==> config.mk <==
export PLATFORM = sky130hd
export DESIGN_NAME = adc_scan_uart_tx
export DESIGN_NICKNAME = d
export VERILOG_FILES = /design/src/rtl/adc_scan_uart_tx.sv
export SDC_FILE = /design/constraint.sdc
export NUM_CORES = 1
export LEC_CHECK = 0
export ABC_AREA = 1
export CELL_PAD_IN_SITES_DETAIL_PLACEMENT = 0
export CELL_PAD_IN_SITES_GLOBAL_PLACEMENT = 2
export CORE_MARGIN = 1.5
export CORE_UTILIZATION = 32
export CTS_BUF_LIST = sky130_fd_sc_hd__clkbuf_8
export DETAILED_ROUTE_END_ITERATION = 10
export GPL_ROUTABILITY_DRIVEN = 1
export PLACE_DENSITY = 0.8
export SYNTH_ARGS = -nofsm -noshare
export SYNTH_HDL_FRONTEND = slang
export SYNTH_SLANG_ARGS = --single-unit
==> constraint.sdc <==
create_clock -name clock -period 1.6 [get_ports clock]
set_input_delay 0.32 -clock clock [delete_from_list [all_inputs] [get_ports clock]]
set_output_delay 0.32 -clock clock [all_outputs]
set_load 0.05 [all_outputs]
==> src/rtl/adc_scan_uart_tx.sv <==
// adc_scan_uart_tx
//   Round-robin ADC scanner with an asynchronous serial transmitter.
//   Steps an external ADC through NUM_CH analog mux channels, captures each
//   DATA_W-bit conversion and sends it MSB first as a serial frame:
//   start(0), data, optional parity, stop(1). Each bit lasts BIT_CYC clocks.
//   A frame only starts while the receiver asserts dsr.
//
// Ports
//   clock      : rising-edge clock
//   reset      : synchronous, active-low reset
//   eoc        : ADC end-of-conversion (1 = converting, 0 = result valid)
//   data_in    : ADC result
//   dsr        : receiver ready, sampled only when a frame is about to start
//   soc        : start-of-conversion to the ADC
//   load_dato  : one-cycle pulse when data_in is captured
//   mux_en     : analog mux enable
//   canale     : selected mux channel
//   data_out   : serial line, idles high
//   error      : sticky, set when a frame start is refused (dsr=0)
//   tx_busy    : high from first start-bit cycle through last stop-bit cycle
//   frame_done : one-cycle pulse in the last stop-bit cycle
module adc_scan_uart_tx #(
    parameter int DATA_W     = 8,
    parameter int NUM_CH     = 8,
    parameter int CH_W       = 4,
    parameter int BIT_CYC    = 104,
    parameter int PARITY_EN  = 0,
    parameter int PARITY_ODD = 0
) (
    input  logic              clock,
    input  logic              reset,
    input  logic              eoc,
    input  logic [DATA_W-1:0] data_in,
    input  logic              dsr,
    output logic              soc,
    output logic              load_dato,
    output logic              mux_en,
    output logic [CH_W-1:0]   canale,
    output logic              data_out,
    output logic              error,
    output logic              tx_busy,
    output logic              frame_done
);

    localparam int CYC_W = (BIT_CYC > 2) ? $clog2(BIT_CYC) : 1;
    localparam int BIT_W = $clog2(DATA_W + 1);

    localparam logic [CYC_W-1:0] CYC_LAST = CYC_W'(BIT_CYC - 1);
    localparam logic [CYC_W-1:0] CYC_PRE  = CYC_W'(BIT_CYC - 2);
    localparam logic [BIT_W-1:0] BIT_LAST = BIT_W'(DATA_W - 1);
    localparam logic [CH_W-1:0]  CH_LAST  = CH_W'(NUM_CH - 1);
    localparam logic             PAR_INV  = (PARITY_ODD != 0);
    localparam logic             PAR_ON   = (PARITY_EN != 0);

    typedef enum logic [2:0] {
        S_IDLE,
        S_MUX,
        S_SETTLE,
        S_SOC,
        S_WAIT,
        S_REQ,
        S_NEXT
    } scan_state_t;

    typedef enum logic [2:0] {
        T_IDLE,
        T_START,
        T_DATA,
        T_PARITY,
        T_STOP
    } tx_state_t;

    scan_state_t       scan_state_reg;
    tx_state_t         tx_state_reg;

    logic              soc_reg;
    logic              load_dato_reg;
    logic              mux_en_reg;
    logic [CH_W-1:0]   canale_reg;
    logic [DATA_W-1:0] hold_reg;

    logic              data_out_reg;
    logic              error_reg;
    logic              tx_busy_reg;
    logic              frame_done_reg;
    logic [DATA_W-1:0] tx_shift_reg;
    logic              tx_parity_reg;
    logic [CYC_W-1:0]  cyc_cnt_reg;
    logic [BIT_W-1:0]  bit_cnt_reg;

    logic              tx_start;
    logic              tx_refused;
    logic [DATA_W:0]   par_chain;

    // The handshake is only evaluated while the transmitter is truly idle,
    // so a request during the frame_done cycle waits one more cycle.
    assign tx_start   = (scan_state_reg == S_REQ) && (tx_state_reg == T_IDLE) && dsr;
    assign tx_refused = (scan_state_reg == S_REQ) && (tx_state_reg == T_IDLE) && !dsr;

    // Parity over the held sample; seeding with PAR_INV yields odd parity.
    assign par_chain[0] = PAR_INV;
    genvar gi;
    generate
        for (gi = 0; gi < DATA_W; gi++) begin : g_par
            assign par_chain[gi+1] = par_chain[gi] ^ hold_reg[gi];
        end
    endgenerate

    // Scan sequencer: select channel, settle, convert, capture, hand off.
    always_ff @(posedge clock) begin
        if (!reset) begin
            scan_state_reg <= S_IDLE;
            soc_reg        <= 1'b0;
            load_dato_reg  <= 1'b0;
            mux_en_reg     <= 1'b0;
            canale_reg     <= '0;
            hold_reg       <= '0;
        end else begin
            load_dato_reg <= 1'b0;
            case (scan_state_reg)
                S_IDLE:   scan_state_reg <= S_MUX;
                S_MUX: begin
                    mux_en_reg     <= 1'b1;
                    scan_state_reg <= S_SETTLE;
                end
                S_SETTLE: scan_state_reg <= S_SOC;
                S_SOC: begin
                    soc_reg        <= 1'b1;
                    scan_state_reg <= S_WAIT;
                end
                S_WAIT: begin
                    if (!eoc) begin
                        load_dato_reg  <= 1'b1;
                        hold_reg       <= data_in;
                        mux_en_reg     <= 1'b0;
                        soc_reg        <= 1'b0;
                        scan_state_reg <= S_REQ;
                    end
                end
                // Stay here until the frame is accepted; the sample is never
                // dropped and the channel does not advance meanwhile.
                S_REQ: begin
                    if (tx_start) begin
                        scan_state_reg <= S_NEXT;
                    end
                end
                S_NEXT: begin
                    canale_reg     <= (canale_reg == CH_LAST) ? '0 : canale_reg + 1'b1;
                    scan_state_reg <= S_IDLE;
                end
                default:  scan_state_reg <= S_IDLE;
            endcase
        end
    end

    // Serial transmitter. The sample is copied into a private shift register
    // at frame start so the scanner may capture the next one mid-frame.
    always_ff @(posedge clock) begin
        if (!reset) begin
            tx_state_reg   <= T_IDLE;
            data_out_reg   <= 1'b1;
            error_reg      <= 1'b0;
            tx_busy_reg    <= 1'b0;
            frame_done_reg <= 1'b0;
            tx_shift_reg   <= '0;
            tx_parity_reg  <= 1'b0;
            cyc_cnt_reg    <= '0;
            bit_cnt_reg    <= '0;
        end else begin
            frame_done_reg <= 1'b0;

            if (tx_start) begin
                error_reg <= 1'b0;
            end else if (tx_refused) begin
                error_reg <= 1'b1;
            end

            case (tx_state_reg)
                T_IDLE: begin
                    if (tx_start) begin
                        tx_state_reg  <= T_START;
                        data_out_reg  <= 1'b0;
                        tx_busy_reg   <= 1'b1;
                        tx_shift_reg  <= hold_reg;
                        tx_parity_reg <= par_chain[DATA_W];
                        cyc_cnt_reg   <= '0;
                        bit_cnt_reg   <= '0;
                    end
                end
                T_START: begin
                    if (cyc_cnt_reg == CYC_LAST) begin
                        cyc_cnt_reg  <= '0;
                        data_out_reg <= tx_shift_reg[DATA_W-1];
                        tx_shift_reg <= tx_shift_reg << 1;
                        tx_state_reg <= T_DATA;
                    end else begin
                        cyc_cnt_reg <= cyc_cnt_reg + 1'b1;
                    end
                end
                T_DATA: begin
                    if (cyc_cnt_reg == CYC_LAST) begin
                        cyc_cnt_reg <= '0;
                        if (bit_cnt_reg == BIT_LAST) begin
                            bit_cnt_reg <= '0;
                            if (PAR_ON) begin
                                data_out_reg <= tx_parity_reg;
                                tx_state_reg <= T_PARITY;
                            end else begin
                                data_out_reg <= 1'b1;
                                tx_state_reg <= T_STOP;
                            end
                        end else begin
                            bit_cnt_reg  <= bit_cnt_reg + 1'b1;
                            data_out_reg <= tx_shift_reg[DATA_W-1];
                            tx_shift_reg <= tx_shift_reg << 1;
                        end
                    end else begin
                        cyc_cnt_reg <= cyc_cnt_reg + 1'b1;
                    end
                end
                T_PARITY: begin
                    if (cyc_cnt_reg == CYC_LAST) begin
                        cyc_cnt_reg  <= '0;
                        data_out_reg <= 1'b1;
                        tx_state_reg <= T_STOP;
                    end else begin
                        cyc_cnt_reg <= cyc_cnt_reg + 1'b1;
                    end
                end
                T_STOP: begin
                    if (cyc_cnt_reg == CYC_LAST) begin
                        cyc_cnt_reg  <= '0;
                        tx_busy_reg  <= 1'b0;
                        tx_state_reg <= T_IDLE;
                    end else begin
                        cyc_cnt_reg <= cyc_cnt_reg + 1'b1;
                        // Registered pulse lands in the final stop-bit cycle.
                        if (cyc_cnt_reg == CYC_PRE) begin
                            frame_done_reg <= 1'b1;
                        end
                    end
                end
                default: begin
                    tx_state_reg <= T_IDLE;
                    data_out_reg <= 1'b1;
                    tx_busy_reg  <= 1'b0;
                end
            endcase
        end
    end

    assign soc        = soc_reg;
    assign load_dato  = load_dato_reg;
    assign mux_en     = mux_en_reg;
    assign canale     = canale_reg;
    assign data_out   = data_out_reg;
    assign error      = error_reg;
    assign tx_busy    = tx_busy_reg;
    assign frame_done = frame_done_reg;

endmodule

==> flow_metrics.env <==
export IMPL_worst_pin_slew_ps=312.3
export IMPL_hold_buffers=0
export IMPL_crit_path_max_fanout=15
export IMPL_first_global_vias=1845
export IMPL_num_io_pins=23
export IMPL_ys_seq_area_share_pct=41.46
export IMPL_grt_first_pass_wirelength_um=8238
export IMPL_rsz0062_at_grt="yes"
export IMPL_rows=29
export IMPL_most_common_layout_cells="nand2_1, inv_1, dfxtp_1"
export IMPL_p_clk_share_pct=26.2
export IMPL_antenna_found_initial=0
export IMPL_wl_um=4621
export IMPL_final_common_cell="nand2_1"
export IMPL_first_pass_iters=4
export IMPL_maxSlewHeadroom_pct=79.16
export IMPL_critPathLaunchType="flop"
export IMPL_clock_latency_ps=300
export IMPL_vias=1933
export IMPL_peakVddDrop_mv=0.4853
export IMPL_rr_endpoint="tx_shift_reg[6]"
export IMPL_numCtsBuffers=5
export IMPL_post_place_cells=416
export IMPL_syn_num_nets=327
export IMPL_timing_hold_ws_ps=451.1
export IMPL_start_util_pct=33.27
export IMPL_netlist_instances=311
export IMPL_r2r_start="bit_cnt_reg[0]"
export IMPL_finalCriticalPeriod_ps=1458
export IMPL_die_area_um2=7137
export IMPL_synth_ff_latch_count=44
export IMPL_worstHoldPathCells=2
export IMPL_min_path_type="flop to flop"
export IMPL_cts_root_buffer="clkbuf_8"
export IMPL_max_freq_ghz=0.6857
export IMPL_post_dp_hpwl_um=3289
export IMPL_min_to="hold_reg[3]"
export IMPL_arrival_ps=1660
export IMPL_final_util_pct=41.83
export IMPL_viasPerCell=4.559
export IMPL_maxCapViolCount=0
export IMPL_area_delta_synth_final_pct=25.74
export IMPL_swShare_pct=35.43
export IMPL_wl_met3_um=149
export IMPL_final_nets=362
export IMPL_finalClockSkew_ps=3.621
export IMPL_rr_worst_depth=8
export IMPL_critPathKind="flop to flop"
export IMPL_worstHoldStart="hold_reg[3]"
export IMPL_ys_warn_count=0
export IMPL_grt_usage_pct=14.05
export IMPL_final_max_slew_viol_count=0
export IMPL_share_seq_of_total_power_pct=41.3
export IMPL_p_int_w=0.002116
export IMPL_post_drt_wl_per_cell_um=10.90
export IMPL_leakagePower_nw=1.178
export IMPL_clkSinkCount=44
export IMPL_synth_avg_cell_area_um2=6.831
export IMPL_cts_setup_buffers=0
export IMPL_clockBufferDepth=2
export IMPL_place_gp_congestion=0.7820
export IMPL_h_tree_depth=2
export IMPL_power_switching_w=0.001161
export IMPL_end_kind="flop"
export IMPL_hold_viol_final=0
export IMPL_grt_max_degree=20
export IMPL_maxUsedRoutingLayer="met4"
export IMPL_clk_pin_slew_worst_paths_ps=90
export IMPL_finalNonFillerCells=424
export IMPL_status="complete, no violations"
export IMPL_die_h_um=84.48
export IMPL_finalSetupViolCount=0
export IMPL_cts_resized=0
export IMPL_ys_types=25
export IMPL_drive_gt1_share_pct=13.83
export IMPL_coreArea_um2=6386
export IMPL_drt_iter0_drc=54
export IMPL_cts_tree="done"
export IMPL_die_width_um=84.48
export IMPL_grt_overflow_total=0
export IMPL_port_buffers=22
export IMPL_power_density_nw_per_um2=1227
export IMPL_syn_area_um2=2125
export IMPL_combPwrFrac_pct=32.5
export IMPL_wl_met1_um=2385
export IMPL_p_total_w=0.003277
export IMPL_fin_crit_sh_pct=91.15
export IMPL_rrSetupSlack_ps=140
export IMPL_met2_length_um=2038
export IMPL_num_antenna_cells=0
export IMPL_drt_drc_violations_left=0
export IMPL_ant_nets=0
export IMPL_cp_startpoint="bit_cnt_reg[0]"
export IMPL_worstPathRequired_ps=1800
## critical path: stages (launching register included)
cell     delay [ps]
dfxtp_1         400
ha_1            190
nand2_1          80
o21ai_0         210
nand2_1         140
nand3_4         190
nand2_1          70
nand2_1          60
nor2_1           40
## cell usage after synthesis
cell | count | area [um^2]
inv_1 | 44 | 165.2
dfxtp_1 | 44 | 880.8
clkbuf_1 | 3 | 11.26
buf_2 | 3 | 15.01
clkinv_1 | 1 | 3.750
inv_2 | 2 | 7.510
xor2_1 | 1 | 8.760
nand3_4 | 1 | 17.52
nand2_2 | 4 | 25.02
nand3b_1 | 2 | 15.01
nand3_1 | 17 | 85.08
o21ai_0 | 21 | 105.1
nor2_1 | 38 | 142.6
buf_6 | 1 | 11.26
o21ai_4 | 1 | 16.27
or2_0 | 1 | 6.260
ha_1 | 4 | 50.05
o211ai_1 | 1 | 7.510
nor2_2 | 3 | 18.77
nand2_1 | 78 | 292.8
or2_2 | 1 | 6.260
a21oi_1 | 27 | 135.1
nand3_2 | 3 | 30.03
nand4_1 | 9 | 56.30
nor2_4 | 1 | 11.26
## per-stage QoR
| step | area, um^2 | TNS (ps) | setup slack [ps] |
|---|---|---|---|
| floorplan | 2125 | 0 | 209.4 |
| global placement | 2549 | -154.8 | -28.48 |
| detailed placement | 2549 | -221.3 | -40.30 |
| CTS | 2656 | 0 | 123.9 |
| global route | 2671 | -4.067 | -4.067 |
| finish | 2671 | 0 | 141.6 |
## cell families (layout without fill, tap and decap cells)
group / Yosys count / count (layout) / share of synthesized area [%]
buf+inv: 54 / 90 / 10.07
fa+ha+maj: 4 / 4 / 2.356
xor+xnor: 1 / 1 / 0.4123
simple gates: 158 / 158 / 33.27
compound gates: 50 / 50 / 12.43
flops: 44 / 44 / 41.46
## power by group through the flow
stage / clock [W] / sequential [W] / combinational (W)
6_report: 0.000858 / 0.00135 / 0.00107
5_1_grt: 0.000921 / 0.00138 / 0.00123
4_1_cts: 0.000894 / 0.00135 / 0.00107
3_5_place_dp: 0 / 0.00138 / 0.00107
3_3_place_gp: 0 / 0.00138 / 0.00108
2_1_floorplan: 0 / 0.00141 / 0.000742
## metal layers
layer  vias to the layer above  track usage (%)
met2                        26            22.51
met1                       849            18.86
met5                         -                0
met4                         0            4.399
met3                         5            3.147
li1                       1053                -
## final cells by class
cell class	count	area, um^2
clock buffers	5	68.82
clock inverters	3	38.79
fillers	669	3715
inverters	47	176.4
multi-input cells	213	1045
flip-flops and latches	44	880.8
well taps	77	96.34
repair buffers	35	365.4
## worst max path at each step
| stage | endpoint | cells past startpoint |
|---|---|---|
| 2_1_floorplan | canale[3] | 4 |
| 6_report | tx_shift_reg[6] | 8 |
| 3_3_place_gp | tx_shift_reg[3] | 7 |
| 3_5_place_dp | tx_shift_reg[6] | 7 |
| 5_1_grt | scan_state_reg[1] | 9 |
| 4_1_cts | tx_state_reg[1] | 8 |
No activity file was read; power rests on OpenSTA's default activity.
